### src/rtl/tbl_lookup_rd_pkg.sv
// ----------------------------------------------------------------------------
// tbl_lookup_rd_pkg
// Purpose : Shared definitions for the match/action table read side. The
//           write/config side uses the same entry layout, so both sides agree
//           on where the entry-valid flag lives.
// Contents: entry_valid_bit() - bit position of the entry-valid flag
//           cnt_bits()        - width of an occupancy counter that can hold
//                               the value DEPTH itself
// ----------------------------------------------------------------------------
package tbl_lookup_rd_pkg;

    // The entry-valid flag is the most significant bit of a table entry.
    function automatic int entry_valid_bit(input int data_bits);
        return data_bits - 1;
    endfunction

    // One extra bit over the pointer width so "full" (count == depth) is
    // distinguishable from "empty" without relying on pointer comparison.
    function automatic int cnt_bits(input int depth);
        return $clog2(depth) + 1;
    endfunction

endpackage

### src/rtl/tbl_lookup_rd_res_fifo.sv
// ----------------------------------------------------------------------------
// lookup_res_fifo
// Purpose : Small synchronous result FIFO for the lookup read stage. The head
//           entry is read straight out of the storage registers, so the data
//           presented downstream is stable for as long as it is not popped.
// Ports   : clk      - clock
//           rst      - synchronous active-high reset, clears storage too
//           wr_en    - push wr_data this cycle
//           wr_data  - entry to push
//           rd_en    - pop the head entry this cycle
//           rd_data  - current head entry
//           count    - number of valid entries (0..DEPTH)
// ----------------------------------------------------------------------------
module lookup_res_fifo #(
    parameter int WIDTH = 54,
    parameter int DEPTH = 4
) (
    input  logic                     clk,
    input  logic                     rst,
    input  logic                     wr_en,
    input  logic [WIDTH-1:0]         wr_data,
    input  logic                     rd_en,
    output logic [WIDTH-1:0]         rd_data,
    output logic [$clog2(DEPTH):0]   count
);

    localparam int PTR_BITS = $clog2(DEPTH);
    localparam int CNT_BITS = PTR_BITS + 1;
    localparam logic [CNT_BITS-1:0] FULL_COUNT = CNT_BITS'(DEPTH);

    logic [WIDTH-1:0]    mem [DEPTH];
    logic [PTR_BITS-1:0] wr_ptr;
    logic [PTR_BITS-1:0] rd_ptr;

    // The head is just the storage register selected by the read pointer.
    // Because DEPTH is a power of two the pointers wrap naturally.
    assign rd_data = mem[rd_ptr];

    // Storage, pointers and occupancy. Storage is cleared on reset so the
    // downstream data/tag outputs read as zero out of reset. A simultaneous
    // push and pop leaves the count alone while both pointers advance.
    always_ff @(posedge clk) begin
        if (rst) begin
            wr_ptr <= '0;
            rd_ptr <= '0;
            count  <= '0;
            for (int i = 0; i < DEPTH; i++) begin
                mem[i] <= '0;
            end
        end else begin
            if (wr_en) begin
                mem[wr_ptr] <= wr_data;
                wr_ptr      <= wr_ptr + 1'b1;
            end
            if (rd_en) begin
                rd_ptr <= rd_ptr + 1'b1;
            end
            case ({wr_en, rd_en})
                2'b10:   count <= count + 1'b1;
                2'b01:   count <= count - 1'b1;
                default: count <= count;
            endcase
        end
    end

    // The upstream credit scheme guarantees a push never meets a full
    // buffer and a pop never meets an empty one.
    overflow_chk: assert property (@(posedge clk) disable iff (rst)
        !(wr_en && (count == FULL_COUNT)));

    underflow_chk: assert property (@(posedge clk) disable iff (rst)
        !(rd_en && (count == '0)));

endmodule

### src/rtl/tbl_lookup_rd.sv
// ----------------------------------------------------------------------------
// tbl_lookup_rd
// Purpose : Read-side lookup stage for the match/action table RAM (port B of
//           the dual-port block RAM). Accepts table lookups over valid/ready,
//           issues the RAM read, captures the entry one cycle later together
//           with the request tag, and buffers results in a small FIFO so the
//           downstream consumer may apply full backpressure. One lookup per
//           clock is sustained while out_ready stays high.
// Ports   : clk, rst              - clock, synchronous active-high reset
//           in_valid/in_ready     - request handshake
//           in_addr, in_tag       - table index and opaque metadata
//           ram_addrb, ram_enb    - RAM port B address and read enable
//           ram_doutb             - RAM port B data, valid the cycle after enb
//           out_valid/out_ready   - result handshake
//           out_data, out_tag     - entry read and the originating tag
//           out_hit               - entry-valid flag of out_data
// ----------------------------------------------------------------------------
module tbl_lookup_rd #(
    parameter int ADDR_BITS  = 5,
    parameter int DATA_BITS  = 38,
    parameter int TAG_BITS   = 16,
    parameter int FIFO_DEPTH = 4
) (
    input  logic                 clk,
    input  logic                 rst,
    input  logic                 in_valid,
    output logic                 in_ready,
    input  logic [ADDR_BITS-1:0] in_addr,
    input  logic [TAG_BITS-1:0]  in_tag,
    output logic [ADDR_BITS-1:0] ram_addrb,
    output logic                 ram_enb,
    input  logic [DATA_BITS-1:0] ram_doutb,
    output logic                 out_valid,
    input  logic                 out_ready,
    output logic [DATA_BITS-1:0] out_data,
    output logic [TAG_BITS-1:0]  out_tag,
    output logic                 out_hit
);

    import tbl_lookup_rd_pkg::*;

    localparam int CNT_BITS = cnt_bits(FIFO_DEPTH);
    localparam int SUM_BITS = CNT_BITS + 1;
    localparam int HIT_BIT  = entry_valid_bit(DATA_BITS);
    localparam int RES_BITS = DATA_BITS + TAG_BITS;
    localparam logic [SUM_BITS-1:0] CREDIT_LIMIT = SUM_BITS'(FIFO_DEPTH);

    logic                accept;
    logic                inflight;
    logic                pop;
    logic [TAG_BITS-1:0] tag_d;
    logic [CNT_BITS-1:0] count;
    logic [SUM_BITS-1:0] credit_used;
    logic [RES_BITS-1:0] head;

    // Credit: every buffered result plus the read still in the RAM pipe
    // holds a FIFO slot. Only registered state feeds this, so out_ready has
    // no combinational path to in_ready, and a capture always finds room.
    assign credit_used = {1'b0, count} + {{CNT_BITS{1'b0}}, inflight};
    assign in_ready    = !rst && (credit_used < CREDIT_LIMIT);
    assign accept      = in_valid && in_ready;

    // The RAM read is issued in the same cycle the request is accepted.
    assign ram_addrb = in_addr;
    assign ram_enb   = accept;

    // Track the one outstanding RAM read and hold its tag until the data
    // comes back. Reset throws away any read still in flight.
    always_ff @(posedge clk) begin
        if (rst) begin
            inflight <= 1'b0;
            tag_d    <= '0;
        end else begin
            inflight <= accept;
            if (accept) begin
                tag_d <= in_tag;
            end
        end
    end

    lookup_res_fifo #(
        .WIDTH (RES_BITS),
        .DEPTH (FIFO_DEPTH)
    ) u_res_fifo (
        .clk     (clk),
        .rst     (rst),
        .wr_en   (inflight),
        .wr_data ({ram_doutb, tag_d}),
        .rd_en   (pop),
        .rd_data (head),
        .count   (count)
    );

    // Results leave in request order straight from the FIFO head.
    assign out_valid = (count != '0);
    assign pop       = out_valid && out_ready;
    assign out_data  = head[RES_BITS-1 -: DATA_BITS];
    assign out_tag   = head[TAG_BITS-1:0];
    assign out_hit   = out_data[HIT_BIT];

endmodule

### config.mk
export PLATFORM = sky130hd
export DESIGN_NAME = tbl_lookup_rd
export DESIGN_NICKNAME = d
export VERILOG_FILES = /design/src/rtl/tbl_lookup_rd_pkg.sv /design/src/rtl/tbl_lookup_rd_res_fifo.sv /design/src/rtl/tbl_lookup_rd.sv
export SDC_FILE = /design/constraint.sdc
export NUM_CORES = 1
export LEC_CHECK = 0
export ABC_CLOCK_PERIOD_IN_PS = 8500
export CAP_MARGIN = 20
export CORE_MARGIN = 10
export CORE_UTILIZATION = 32
export DETAILED_ROUTE_END_ITERATION = 12
export PLACE_DENSITY = 0.52
export SKIP_LAST_GASP = 1
export SLEW_MARGIN = 15
export SYNTH_ARGS = -nofsm -noshare
export SYNTH_HDL_FRONTEND = slang
export SYNTH_SLANG_ARGS = --single-unit
### constraint.sdc
create_clock -name clk -period 8.5 [get_ports clk]
set_input_delay 0.85 -clock clk [delete_from_list [all_inputs] [get_ports clk]]
set_output_delay 0.85 -clock clk [all_outputs]
set_load 0.005 [all_outputs]
==> metrics.txt, run 1 <==
# TYPE chip_impl_metric gauge
chip_impl_info{name="status",value="complete, no violations"} 1
chip_impl_metric{name="route.detailed.wl_per_inst",unit="um"} 20.3
chip_impl_metric{name="final_antenna_net_count",unit=""} 0
chip_impl_metric{name="nFillCells",unit=""} 2921
chip_impl_metric{name="power.static_leakage",unit="nW"} 4.55
chip_impl_metric{name="yosysWarnings",unit=""} 0
chip_impl_metric{name="route.detailed.drc",unit=""} 0
chip_impl_metric{name="ir_drop",unit="V"} 0.000151
chip_impl_metric{name="syn2layout_area_growth",unit="%"} 23.7
chip_impl_info{name="timing.critical_path.to_type",value="output port"} 1
chip_impl_info{name="rr_endpoint",value="u_res_fifo.mem[2][39]"} 1
chip_impl_info{name="worstPathCellList",value="clkdlybuf4s50_1 > buf_4 > a311oi_4 > and2_1 > clkdlybuf4s50_1"} 1
chip_impl_metric{name="path_clk_slew",unit="ns"} 0.06
chip_impl_info{name="startpoint_type",value="input port"} 1
chip_impl_metric{name="cts_setup_buffers",unit=""} 0
chip_impl_info{name="synth_area_leaders",value="sky130_fd_sc_hd__edfxtp_1, sky130_fd_sc_hd__mux4_2, sky130_fd_sc_hd__and2_1, sky130_fd_sc_hd__dfxtp_1, sky130_fd_sc_hd__nor2_1"} 1
chip_impl_metric{name="p_per_area",unit="nW/um^2"} 257
chip_impl_metric{name="final_critical_path_share_of_the_clock_period",unit=""} 0.515
chip_impl_metric{name="critical-path-max-stage-delay",unit="ns"} 0.73
chip_impl_metric{name="sequential_fraction_of_the_synthesis_area",unit=""} 0.677
chip_impl_metric{name="area_occupied_by_multi_input_gates",unit="um^2"} 3070
chip_impl_metric{name="async_set_or_reset_flop_fraction_in_the_synthesized_netlist",unit=""} 0
chip_impl_metric{name="initial_core_util",unit=""} 0.326
chip_impl_metric{name="top_level_ports",unit=""} 126
chip_impl_metric{name="ctsHtreeMaxLevel",unit=""} 1
chip_impl_metric{name="synth_top_area_frac",unit=""} 0.627
chip_impl_metric{name="clk-insertion-delay-late",unit="ns"} 0.53
chip_impl_info{name="timing.hold.worst.start",value="tag_d[7]"} 1
chip_impl_metric{name="clock_sinks",unit=""} 242
chip_impl_metric{name="antenna_diode_instance_count",unit=""} 0
chip_impl_info{name="synth_top_cells_by_count",value="sky130_fd_sc_hd__edfxtp_1, sky130_fd_sc_hd__and2_1, sky130_fd_sc_hd__mux4_2, sky130_fd_sc_hd__nor2_1, sky130_fd_sc_hd__dfxtp_1"} 1
chip_impl_metric{name="drt_first_pass_iters",unit=""} 4
chip_impl_metric{name="total_power",unit="mW"} 3.29
chip_impl_metric{name="route.vias.total",unit=""} 5544
chip_impl_info{name="timing.rr.start",value="u_res_fifo.wr_ptr[1]"} 1
chip_impl_metric{name="cts_hold_buf",unit=""} 0
chip_impl_info{name="clock_tree_from_tritoncts",value="done"} 1
chip_impl_metric{name="post_placement_cell_area",unit="um^2"} 11900
chip_impl_metric{name="finalHoldViolations",unit=""} 0
chip_impl_metric{name="wl",unit="mm"} 24.2
chip_impl_info{name="synth.most_common_cell",value="sky130_fd_sc_hd__edfxtp_1"} 1
chip_impl_metric{name="cts_inserted_buffers",unit=""} 28
chip_impl_metric{name="cts.repair.resized",unit=""} 0
chip_impl_metric{name="number_of_drc_violations_after_detailed_routing_iteration_0",unit=""} 241
chip_impl_metric{name="tns",unit="ns"} 0
chip_impl_metric{name="holdPathStages",unit=""} 2
chip_impl_info{name="clock_tree.root_cell",value="sky130_fd_sc_hd__clkbuf_16"} 1
chip_impl_info{name="critPathMostFrequentCell",value="sky130_fd_sc_hd__clkdlybuf4s50_1"} 1
chip_impl_metric{name="core-area",unit="um^2"} 31700
chip_impl_metric{name="fin_skew",unit="ns"} 0.00826
chip_impl_metric{name="estimated_wirelength_of_the_detail_placed_design",unit="mm"} 13.3
chip_impl_metric{name="numPortBuffers",unit=""} 115
chip_impl_metric{name="floorplan.rows",unit=""} 65
chip_impl_metric{name="stdcell_area",unit="um^2"} 12800
chip_impl_metric{name="fp.dieW",unit="um"} 200
chip_impl_metric{name="overflow",unit=""} 0
chip_impl_metric{name="buffer_depth_of_the_longest_clock_path",unit=""} 3
chip_impl_metric{name="grt_first_pass_wirelength",unit="mm"} 36.5
chip_impl_info{name="rsz0062_at_grt",value="false"} 1
chip_impl_metric{name="drv.max_cap_violation_count",unit=""} 0
chip_impl_metric{name="worst_pin_slew",unit="ns"} 0.994
chip_impl_info{name="yosys.area.top_type",value="sky130_fd_sc_hd__edfxtp_1"} 1
chip_impl_metric{name="timing.slew.headroom",unit=""} 0.337
chip_impl_metric{name="drt-vias-per-instance",unit=""} 4.64
chip_impl_metric{name="grt.total_usage",unit=""} 0.120
chip_impl_metric{name="final_core_utilization",unit=""} 0.404
chip_impl_metric{name="gp_congestion",unit=""} 0.702
chip_impl_metric{name="synth_seq_cells",unit=""} 242
chip_impl_metric{name="worst-r2r-setup-slack",unit="ns"} 5.30
chip_impl_metric{name="synth_cell_types",unit=""} 32
chip_impl_metric{name="crit_fanout",unit=""} 31
chip_impl_metric{name="fmaxAchievable",unit="MHz"} 228
chip_impl_metric{name="synth_edf_count",unit=""} 216
chip_impl_metric{name="drive_above_1_share",unit=""} 0.150
chip_impl_metric{name="mappedNetlistNets",unit=""} 733
chip_impl_metric{name="syn_area",unit="um^2"} 10400
chip_impl_metric{name="drv_slew",unit=""} 0
chip_impl_info{name="worst_min_delay_path_category",value="flip-flop to flip-flop"} 1
chip_impl_metric{name="first_global_vias",unit=""} 6019
chip_impl_info{name="crit_path_top_delay_cell",value="sky130_fd_sc_hd__and2_1"} 1
chip_impl_metric{name="die_area",unit="um^2"} 39900
chip_impl_metric{name="seq_area",unit="um^2"} 7010
chip_impl_metric{name="cp.arrival",unit="ns"} 3.53
chip_impl_info{name="top_reg_cell_synth",value="sky130_fd_sc_hd__edfxtp_1"} 1
chip_impl_metric{name="final_net_count",unit=""} 835
chip_impl_metric{name="reg2regPathDepth",unit=""} 3
chip_impl_metric{name="hold_slack",unit="ns"} 0.494
chip_impl_metric{name="finalSetupViolations",unit=""} 0
chip_impl_info{name="cell_type_group_with_the_largest_total_delay_on_the_critical_path",value="buffers and inverters"} 1
chip_impl_metric{name="required",unit="ns"} 7.65
chip_impl_metric{name="critical_path_depth",unit=""} 5
chip_impl_metric{name="period_needed",unit="ns"} 4.38
chip_impl_info{name="min_delay_worst_endpoint",value="tag_d[7]"} 1
chip_impl_metric{name="avgSynthCellArea",unit="um^2"} 15.5
chip_impl_metric{name="die_y",unit="um"} 200
chip_impl_metric{name="grt_max_degree",unit=""} 55
chip_impl_metric{name="synth_cells",unit=""} 668
chip_impl_info{name="path_class",value="input port to output port"} 1
chip_impl_metric{name="grt_antenna_before_repair",unit=""} 0
chip_impl_metric{name="path_buf_inv",unit=""} 3
-- worst min-delay path: stages (launching register included) --
cell and delay (ns):
sky130_fd_sc_hd__dfxtp_1 0.32, sky130_fd_sc_hd__nand2b_1 0.07, sky130_fd_sc_hd__o21ai_0 0.06
-- cell usage in the layout, fill, tap and decap left out --
cell type / instances
sky130_fd_sc_hd__ha_1: 1
sky130_fd_sc_hd__o21bai_4: 1
sky130_fd_sc_hd__nand2b_1: 19
sky130_fd_sc_hd__nand3_1: 16
sky130_fd_sc_hd__a311oi_4: 1
sky130_fd_sc_hd__o21ai_2: 9
sky130_fd_sc_hd__xnor2_1: 2
sky130_fd_sc_hd__buf_4: 6
sky130_fd_sc_hd__o311ai_0: 1
sky130_fd_sc_hd__clkbuf_16: 29
sky130_fd_sc_hd__or2_4: 2
sky130_fd_sc_hd__nor2_1: 40
sky130_fd_sc_hd__clkinvlp_4: 1
sky130_fd_sc_hd__dfxtp_1: 24
sky130_fd_sc_hd__clkdlybuf4s50_1: 115
sky130_fd_sc_hd__nor3_4: 1
sky130_fd_sc_hd__buf_12: 1
sky130_fd_sc_hd__and2_1: 170
sky130_fd_sc_hd__inv_1: 20
sky130_fd_sc_hd__clkbuf_8: 3
sky130_fd_sc_hd__bufinv_16: 3
sky130_fd_sc_hd__clkbuf_1: 11
sky130_fd_sc_hd__nand2_1: 17
sky130_fd_sc_hd__xor2_1: 4
sky130_fd_sc_hd__nor2b_4: 1
sky130_fd_sc_hd__dfxtp_4: 2
sky130_fd_sc_hd__fa_1: 1
sky130_fd_sc_hd__a21oi_1: 2
sky130_fd_sc_hd__o31a_1: 1
sky130_fd_sc_hd__a31o_4: 1
sky130_fd_sc_hd__o21ai_0: 8
sky130_fd_sc_hd__or3_1: 2
sky130_fd_sc_hd__nor2_4: 2
sky130_fd_sc_hd__clkinv_1: 3
sky130_fd_sc_hd__mux4_2: 54
sky130_fd_sc_hd__edfxtp_1: 216
sky130_fd_sc_hd__clkinv_2: 2
-- worst max path at each step --
stage                                    start  slack [ns]                    to
after floorplan           u_res_fifo.wr_ptr[1]        4.86  u_res_fifo.mem[1][0]
after global placement                     rst        4.15               ram_enb
after detailed placement                   rst        4.11               ram_enb
after CTS                                  rst        4.09               ram_enb
after global routing                       rst        3.97               ram_enb
final                                      rst        4.12               ram_enb
-- stage by stage --
| step | std cells | setup slack (ns) |
|---|---|---|
| final | 1194 | 4.12 |
| after global routing | 1194 | 3.97 |
| after CTS | 1193 | 4.09 |
| after detailed placement | 1141 | 4.11 |
| after global placement | 1141 | 4.15 |
| after floorplan | 668 | 4.86 |
-- logic make-up after synthesis --
group,count (synthesis),synth area share
AO/OA/AOI/OAI,24,0.0183
XOR/XNOR,6,0.00508
adder cells (fa/ha/maj),2,0.00314
buffers and inverters,70,0.0317
flip-flops,242,0.677
multiplexers,54,0.117
AND/OR/NAND/NOR,270,0.148
-- where the power goes --
group / internal [mW] / switching [mW]
registers: 1.39 / 0.0724
clock network: 0.741 / 0.461
logic: 0.370 / 0.261
total: 2.50 / 0.794
-- final cells by class --
type | instances | area share
sequential | 242 | 0.548
tap | 402 | 0.0393
multi-input combinational | 356 | 0.240
timing repair buffer | 122 | 0.0950
clock buffer | 43 | 0.0631
inverter | 20 | 0.00586
clock inverter | 9 | 0.00928
-- flip-flops by register name (all words and copies together), names as in the netlist, named ones only --
signal	flops
tag_d	16
u_res_fifo.count	3
u_res_fifo.wr_ptr	2
u_res_fifo.mem	216
u_res_fifo.rd_ptr	2
inflight	1
-- routing by layer --
metal / GRT usage / vias up / share of wire
met5: 0 / - / 0
met1: 0.157 / 2766 / 0.45
met4: 0.0280 / 0 / 0.015
met2: 0.202 / 129 / 0.49
met3: 0.0238 / 33 / 0.048
li1: - / 2616 / -
Note: power is estimated with default switching activity, not from simulation.
==> run 2, diff against run 1 <==
ABC_CLOCK_PERIOD_IN_PS = 3600   (was 8500)
PLACE_DENSITY = 0.54   (was 0.52)
clock period = 3.6 ns   (was 8.5 ns; I/O delays follow)
==> run 2 against run 1 <==
  * Via count up 1.6%
  * Routed wire length up 2.9%
  * Power up 130%
  * Worst hold slack worse by 0.095 ns
  * First-iteration DRC count up 51%
  * Register-to-register slack worse by 3.8 ns
  * Core utilization up 0.26 points
  * Critical path depth down 2
  * Cell count up 0.92%
  * Non-clock buffer count up 11
  * Critical path type is now flip-flop to output port
  * Largest cell class unchanged
  * Largest power group unchanged
  * Highest routed layer is now met5
==> metrics.txt, run 2 (synthesis results as in run 1) <==
# TYPE chip_impl_metric gauge
chip_impl_metric{name="clk-insertion-delay-late",unit="ns"} 0.52
chip_impl_metric{name="final_net_count",unit=""} 846
chip_impl_metric{name="cp.arrival",unit="ns"} 2.55
chip_impl_metric{name="seq_area",unit="um^2"} 7010
chip_impl_metric{name="cts.repair.resized",unit=""} 0
chip_impl_metric{name="ctsHtreeMaxLevel",unit=""} 1
chip_impl_info{name="top_register",value="u_res_fifo.mem"} 1
chip_impl_metric{name="holdPathStages",unit=""} 3
chip_impl_info{name="path_class",value="flip-flop to output port"} 1
chip_impl_metric{name="total_power",unit="mW"} 7.68
chip_impl_info{name="biggestRegsByFlops",value="u_res_fifo.mem: 216 flops, tag_d: 16 flops, u_res_fifo.count: 3 flops"} 1
chip_impl_metric{name="floorplan.rows",unit=""} 65
chip_impl_metric{name="required",unit="ns"} 3.24
chip_impl_metric{name="cts_setup_buffers",unit=""} 0
chip_impl_metric{name="drv.max_cap_violation_count",unit=""} 0
chip_impl_metric{name="grt.total_usage",unit=""} 0.124
chip_impl_metric{name="gp_congestion",unit=""} 0.727
chip_impl_metric{name="cts_hold_buf",unit=""} 0
chip_impl_metric{name="drt-vias-per-instance",unit=""} 4.67
chip_impl_metric{name="top_level_ports",unit=""} 126
chip_impl_metric{name="area_occupied_by_multi_input_gates",unit="um^2"} 3070
chip_impl_metric{name="timing.slew.headroom",unit=""} 0.330
chip_impl_metric{name="grt_antenna_before_repair",unit=""} 1
chip_impl_metric{name="nFillCells",unit=""} 2924
chip_impl_metric{name="route.detailed.drc",unit=""} 0
chip_impl_metric{name="worst_pin_slew",unit="ns"} 1.00
chip_impl_metric{name="fin_skew",unit="ns"} 0.00659
chip_impl_info{name="startpoint_type",value="flip-flop"} 1
chip_impl_info{name="rsz0062_at_grt",value="false"} 1
chip_impl_metric{name="ir_drop",unit="V"} 0.000353
chip_impl_info{name="crit_path_top_delay_cell",value="sky130_fd_sc_hd__mux4_2"} 1
chip_impl_metric{name="cts_inserted_buffers",unit=""} 28
chip_impl_metric{name="estimated_wirelength_of_the_detail_placed_design",unit="mm"} 14.7
chip_impl_metric{name="critical-path-max-stage-delay",unit="ns"} 0.59
chip_impl_metric{name="crit_fanout",unit=""} 14
chip_impl_metric{name="overflow",unit=""} 0
chip_impl_metric{name="drt_first_pass_iters",unit=""} 4
chip_impl_metric{name="route.detailed.wl_per_inst",unit="um"} 20.7
chip_impl_metric{name="number_of_drc_violations_after_detailed_routing_iteration_0",unit=""} 365
chip_impl_metric{name="period_needed",unit="ns"} 2.91
chip_impl_metric{name="grt_first_pass_wirelength",unit="mm"} 37.5
chip_impl_info{name="status",value="complete, no violations"} 1
chip_impl_metric{name="p_per_area",unit="nW/um^2"} 596
chip_impl_metric{name="finalSetupViolations",unit=""} 0
chip_impl_info{name="worst_min_delay_path_category",value="input port to flip-flop"} 1
chip_impl_metric{name="reg2regPathDepth",unit=""} 4
chip_impl_metric{name="drv_slew",unit=""} 0
chip_impl_info{name="final_cell_mix",value="sky130_fd_sc_hd__edfxtp_1, sky130_fd_sc_hd__and2_1, sky130_fd_sc_hd__clkdlybuf4s50_1"} 1
chip_impl_info{name="timing.critical_path.to_type",value="output port"} 1
chip_impl_metric{name="final_core_utilization",unit=""} 0.406
chip_impl_info{name="worstPathCellList",value="buf_4 > mux4_2 > clkdlybuf4s50_1"} 1
chip_impl_metric{name="drive_above_1_share",unit=""} 0.163
chip_impl_metric{name="path_clk_slew",unit="ns"} 0.06
chip_impl_metric{name="wl",unit="mm"} 24.9
chip_impl_metric{name="tns",unit="ns"} 0
chip_impl_metric{name="clock_sinks",unit=""} 242
chip_impl_metric{name="die_y",unit="um"} 200
chip_impl_metric{name="final_critical_path_share_of_the_clock_period",unit=""} 0.807
chip_impl_info{name="clock_tree.root_cell",value="sky130_fd_sc_hd__clkbuf_16"} 1
chip_impl_metric{name="initial_core_util",unit=""} 0.326
chip_impl_metric{name="buffer_depth_of_the_longest_clock_path",unit=""} 3
chip_impl_metric{name="final_antenna_net_count",unit=""} 0
chip_impl_metric{name="antenna_diode_instance_count",unit=""} 0
chip_impl_metric{name="core-area",unit="um^2"} 31700
chip_impl_info{name="clock_tree_from_tritoncts",value="done"} 1
chip_impl_metric{name="fmaxAchievable",unit="MHz"} 344
chip_impl_metric{name="syn2layout_area_growth",unit="%"} 24.5
chip_impl_metric{name="power.static_leakage",unit="nW"} 4.60
chip_impl_metric{name="largest_reg_flops",unit=""} 216
chip_impl_metric{name="fin_cells",unit=""} 1205
chip_impl_info{name="mostFrequentLayoutCell",value="sky130_fd_sc_hd__edfxtp_1"} 1
chip_impl_metric{name="finalHoldViolations",unit=""} 0
chip_impl_metric{name="first_global_vias",unit=""} 6042
chip_impl_metric{name="route.vias.total",unit=""} 5631
chip_impl_metric{name="die_area",unit="um^2"} 39900
chip_impl_metric{name="fp.dieW",unit="um"} 200
chip_impl_metric{name="post_placement_cell_count",unit=""} 1153
chip_impl_metric{name="numPortBuffers",unit=""} 115
chip_impl_metric{name="grt_max_degree",unit=""} 55
[run 2: layer usage]
| metal | up-vias | global-route usage | wire [um] |
|---|---|---|---|
| li1 | 2633 | - | - |
| met1 | 2821 | 0.160 | 10800 |
| met2 | 133 | 0.208 | 12200 |
| met3 | 42 | 0.0303 | 1580 |
| met4 | 2 | 0.0283 | 369 |
| met5 | - | 0 | 7 |
[run 2: final timing paths]
path	startpoint	end	slack, ns
max	flip-flop	out_tag[4]	0.69
min reg2reg	tag_d[10]	tag_d[10]	0.49
max reg2reg	inflight	u_res_fifo.mem[2][8]	1.47
min	in_tag[12]	tag_d[12]	0.40
[run 2: worst max-delay path: cells and delay by family (launching register included)]
| family | cells | cell delay [ns] |
|---|---|---|
| buffers and inverters | 2 | 0.87 |
| muxes | 1 | 0.59 |
| DFF | 1 | 0.55 |
[run 2: power breakdown]
group / total, mW / internal, mW / switching (mW)
combinational: 1.56 / 0.912 / 0.645
clock: 2.69 / 1.60 / 1.09
sequential: 3.44 / 3.27 / 0.165
[run 2: layout make-up]
class | count | area share
clock inverter | 13 | 0.00641
multi-input combinational | 356 | 0.238
tap | 402 | 0.0390
timing repair buffer | 133 | 0.105
clock buffer | 39 | 0.0616
inverter | 20 | 0.00583
sequential | 242 | 0.544
[run 2: through the flow]
stage	cell area [um^2]	hold slack, ns	setup slack (ns)
after detailed placement	12000	0.481	0.732
final	12900	0.399	0.693
after global placement	12000	0.479	0.772
after global routing	12900	0.392	0.544
after floorplan	10400	0.458	1.12
after CTS	12900	0.380	0.595
==> run 3, diff against run 2 <==
ABC_CLOCK_PERIOD_IN_PS = 2570   (was 3600)
clock period = 2.57 ns   (was 3.6 ns; I/O delays follow)
==> run 3 against run 2 <==
  * Global-route usage is 0.17 points higher
  * Highest routed layer unchanged
  * Power is 46% higher
  * Routed wire length is 1.6% higher
  * Non-clock buffer count is 8 higher
  * Sequential cell count stayed put
  * Setup slack worse by 0.67 ns
  * Clock-buffer cell count is 9 lower
  * Critical path depth stayed put
  * Die area stayed put
  * Combinational power is 49% higher
  * Clock skew is 0.0056 ns higher
  * Largest cell class unchanged
  * Clock power is 55% higher
  * Critical endpoint is now out_tag[0]
==> metrics.txt, run 3 (synthesis results as in run 1) <==
# TYPE chip_impl_metric gauge
chip_impl_metric{name="netSwitchingPower",unit="mW"} 2.69
chip_impl_metric{name="finalHoldViolations",unit=""} 0
chip_impl_metric{name="fmaxAchievable",unit="MHz"} 392
chip_impl_metric{name="clk-insertion-delay-late",unit="ns"} 0.52
chip_impl_info{name="status",value="complete, no violations"} 1
chip_impl_metric{name="final_antenna_net_count",unit=""} 0
chip_impl_metric{name="number_of_drc_violations_after_detailed_routing_iteration_0",unit=""} 346
chip_impl_metric{name="power.static_leakage",unit="nW"} 4.70
chip_impl_info{name="timing.hold.worst.start",value="in_tag[14]"} 1
chip_impl_info{name="clock_tree_from_tritoncts",value="done"} 1
chip_impl_metric{name="period_needed",unit="ns"} 2.55
chip_impl_metric{name="grt_first_pass_wirelength",unit="mm"} 38.3
chip_impl_metric{name="p_per_area",unit="nW/um^2"} 856
chip_impl_info{name="rsz0062_at_grt",value="true"} 1
chip_impl_metric{name="final_critical_path_share_of_the_clock_period",unit=""} 0.993
chip_impl_metric{name="floorplan.rows",unit=""} 65
chip_impl_metric{name="share_seq_of_total_power",unit=""} 0.422
chip_impl_metric{name="stdcell_area",unit="um^2"} 13100
chip_impl_metric{name="drt-vias-per-instance",unit=""} 4.70
chip_impl_metric{name="fin_skew",unit="ns"} 0.0122
chip_impl_metric{name="holdPathStages",unit=""} 3
chip_impl_metric{name="fp.dieW",unit="um"} 200
chip_impl_metric{name="reg2regPathDepth",unit=""} 3
chip_impl_metric{name="crit_fanout",unit=""} 37
chip_impl_metric{name="cts_hold_buf",unit=""} 0
chip_impl_metric{name="cellInternalPower",unit="mW"} 8.52
chip_impl_metric{name="timing.slew.headroom",unit=""} 0.317
chip_impl_metric{name="initial_core_util",unit=""} 0.326
chip_impl_metric{name="drv_slew",unit=""} 0
chip_impl_metric{name="largest_reg_flops",unit=""} 216
chip_impl_info{name="path_class",value="flip-flop to output port"} 1
chip_impl_metric{name="wl",unit="mm"} 25.3
chip_impl_metric{name="grt_antenna_before_repair",unit=""} 4
chip_impl_metric{name="final_net_count",unit=""} 853
chip_impl_metric{name="core-area",unit="um^2"} 31700
chip_impl_info{name="clock_tree.root_cell",value="sky130_fd_sc_hd__clkbuf_16"} 1
chip_impl_metric{name="die_y",unit="um"} 200
chip_impl_metric{name="grt_max_degree",unit=""} 55
chip_impl_metric{name="buffer_depth_of_the_longest_clock_path",unit=""} 3
chip_impl_metric{name="numPortBuffers",unit=""} 115
chip_impl_metric{name="overflow",unit=""} 0
chip_impl_metric{name="ir_drop",unit="V"} 0.000414
chip_impl_metric{name="path_clk_slew",unit="ns"} 0.06
chip_impl_metric{name="worst_pin_slew",unit="ns"} 1.02
chip_impl_metric{name="ctsHtreeMaxLevel",unit=""} 1
chip_impl_info{name="top_register",value="u_res_fifo.mem"} 1
chip_impl_info{name="mostFrequentLayoutCell",value="sky130_fd_sc_hd__edfxtp_1"} 1
chip_impl_metric{name="route.vias.total",unit=""} 5688
chip_impl_info{name="startpoint_type",value="flip-flop"} 1
chip_impl_metric{name="syn2layout_area_growth",unit="%"} 26.4
chip_impl_metric{name="timing.final.ws_setup",unit="ns"} 0.0190
chip_impl_info{name="biggestRegsByFlops",value="u_res_fifo.mem: 216 flops, tag_d: 16 flops, u_res_fifo.count: 3 flops"} 1
chip_impl_metric{name="grt.total_usage",unit=""} 0.126
chip_impl_metric{name="route.detailed.wl_per_inst",unit="um"} 20.9
chip_impl_info{name="min_delay_worst_endpoint",value="tag_d[14]"} 1
chip_impl_metric{name="power.switching_fraction",unit=""} 0.240
chip_impl_metric{name="route.detailed.drc",unit=""} 0
chip_impl_metric{name="estimated_wirelength_of_the_detail_placed_design",unit="mm"} 15.2
chip_impl_metric{name="cp.arrival",unit="ns"} 2.29
chip_impl_metric{name="clock_sinks",unit=""} 242
chip_impl_metric{name="drt_first_pass_iters",unit=""} 4
chip_impl_metric{name="place_worst_setup_slack",unit="ns"} 0.0717
chip_impl_info{name="worst_min_delay_path_category",value="input port to flip-flop"} 1
chip_impl_metric{name="top_level_ports",unit=""} 126
chip_impl_metric{name="worst-r2r-setup-slack",unit="ns"} 0.51
chip_impl_metric{name="post_placement_cell_area",unit="um^2"} 12100
chip_impl_metric{name="combinationalPowerShare",unit=""} 0.207
chip_impl_metric{name="drv.max_cap_violation_count",unit=""} 0
chip_impl_metric{name="pwr-share-clk",unit=""} 0.372
chip_impl_metric{name="cts_inserted_buffers",unit=""} 27
chip_impl_info{name="timing.rr.start",value="inflight"} 1
chip_impl_metric{name="first_global_vias",unit=""} 6103
chip_impl_info{name="timing.critical_path.to_type",value="output port"} 1
chip_impl_metric{name="antenna_diode_instance_count",unit=""} 0
chip_impl_metric{name="finalSetupViolations",unit=""} 0
chip_impl_info{name="rr_endpoint",value="u_res_fifo.mem[1][40]"} 1
chip_impl_metric{name="gp_congestion",unit=""} 0.714
chip_impl_metric{name="drive_above_1_share",unit=""} 0.175
chip_impl_metric{name="required",unit="ns"} 2.31
chip_impl_info{name="final_cell_mix",value="sky130_fd_sc_hd__edfxtp_1, sky130_fd_sc_hd__and2_1, sky130_fd_sc_hd__clkdlybuf4s50_1"} 1
chip_impl_metric{name="die_area",unit="um^2"} 39900
==> run 3: cell types whose count changed in the layout (fill, tap and decap cells not counted), sizes merged <==
cell | before | now
clkbuf | 39 | 30
buf | 18 | 26
bufinv | 1 | 7
clkinv | 12 | 11
inv | 20 | 21
==> run 3: power groups by stage <==
stage	registers (mW)	clock network (mW)	logic [mW]
floorplan	4.74	0	1.23
global placement	4.81	0	2.37
detailed placement	4.81	0	2.38
CTS	4.74	4.27	2.40
global route	4.76	4.41	2.53
finish	4.73	4.17	2.32
==> run 3: cell type report <==
type | instances | area (um^2)
clock buffers | 30 | 687
clock inverters | 19 | 272
inverters | 20 | 75.1
fillers | 2889 | 18600
multi-input cells | 356 | 3070
repair buffers | 141 | 1470
flip-flops and latches | 242 | 7010
well taps | 402 | 503
==> run 3: how the worst max path moves through the flow <==
stage,from,endpoint,cells past startpoint
6_report,flip-flop,out_tag[0],3
5_1_grt,flip-flop,out_tag[0],3
4_1_cts,flip-flop,out_tag[0],3
3_5_place_dp,rst,u_res_fifo.mem[1][20],5
3_3_place_gp,rst,u_res_fifo.mem[3][53],4
2_1_floorplan,u_res_fifo.wr_ptr[1],u_res_fifo.mem[1][0],3
==> run 3: repair_timing <==
item,4_1_cts,5_1_grt
setup buffers,0,1
gates resized for setup,2,0
endpoints found under the setup margin,30,41
==> run 3: per-layer routing <==
layer / vias up / track usage / part of all wire
li1: 2649 / - / -
met1: 2861 / 0.165 / 0.43
met2: 143 / 0.208 / 0.49
met3: 33 / 0.0296 / 0.067
met4: 2 / 0.0297 / 0.016
met5: - / 0 / 0.00028
==> run 3: through the flow <==
step           std cells  TNS [ns]  utilization  power [mW]  hold slack, ns
6_report            1210         0        0.413        11.2           0.306
4_1_cts             1209    -0.117        0.412        11.4           0.280
3_3_place_gp        1159         0        0.381        7.17           0.477
2_1_floorplan        668         0            -        5.97           0.387
3_5_place_dp        1160         0        0.382        7.19           0.477
5_1_grt             1210     -1.50        0.413        11.7           0.313
==> run 3: critical path, stage by stage, from the launching register on <==
cell,delay [ns]
sky130_fd_sc_hd__dfxtp_4,0.38
sky130_fd_sc_hd__buf_16,0.29
sky130_fd_sc_hd__mux4_2,0.60
sky130_fd_sc_hd__clkdlybuf4s50_1,0.48
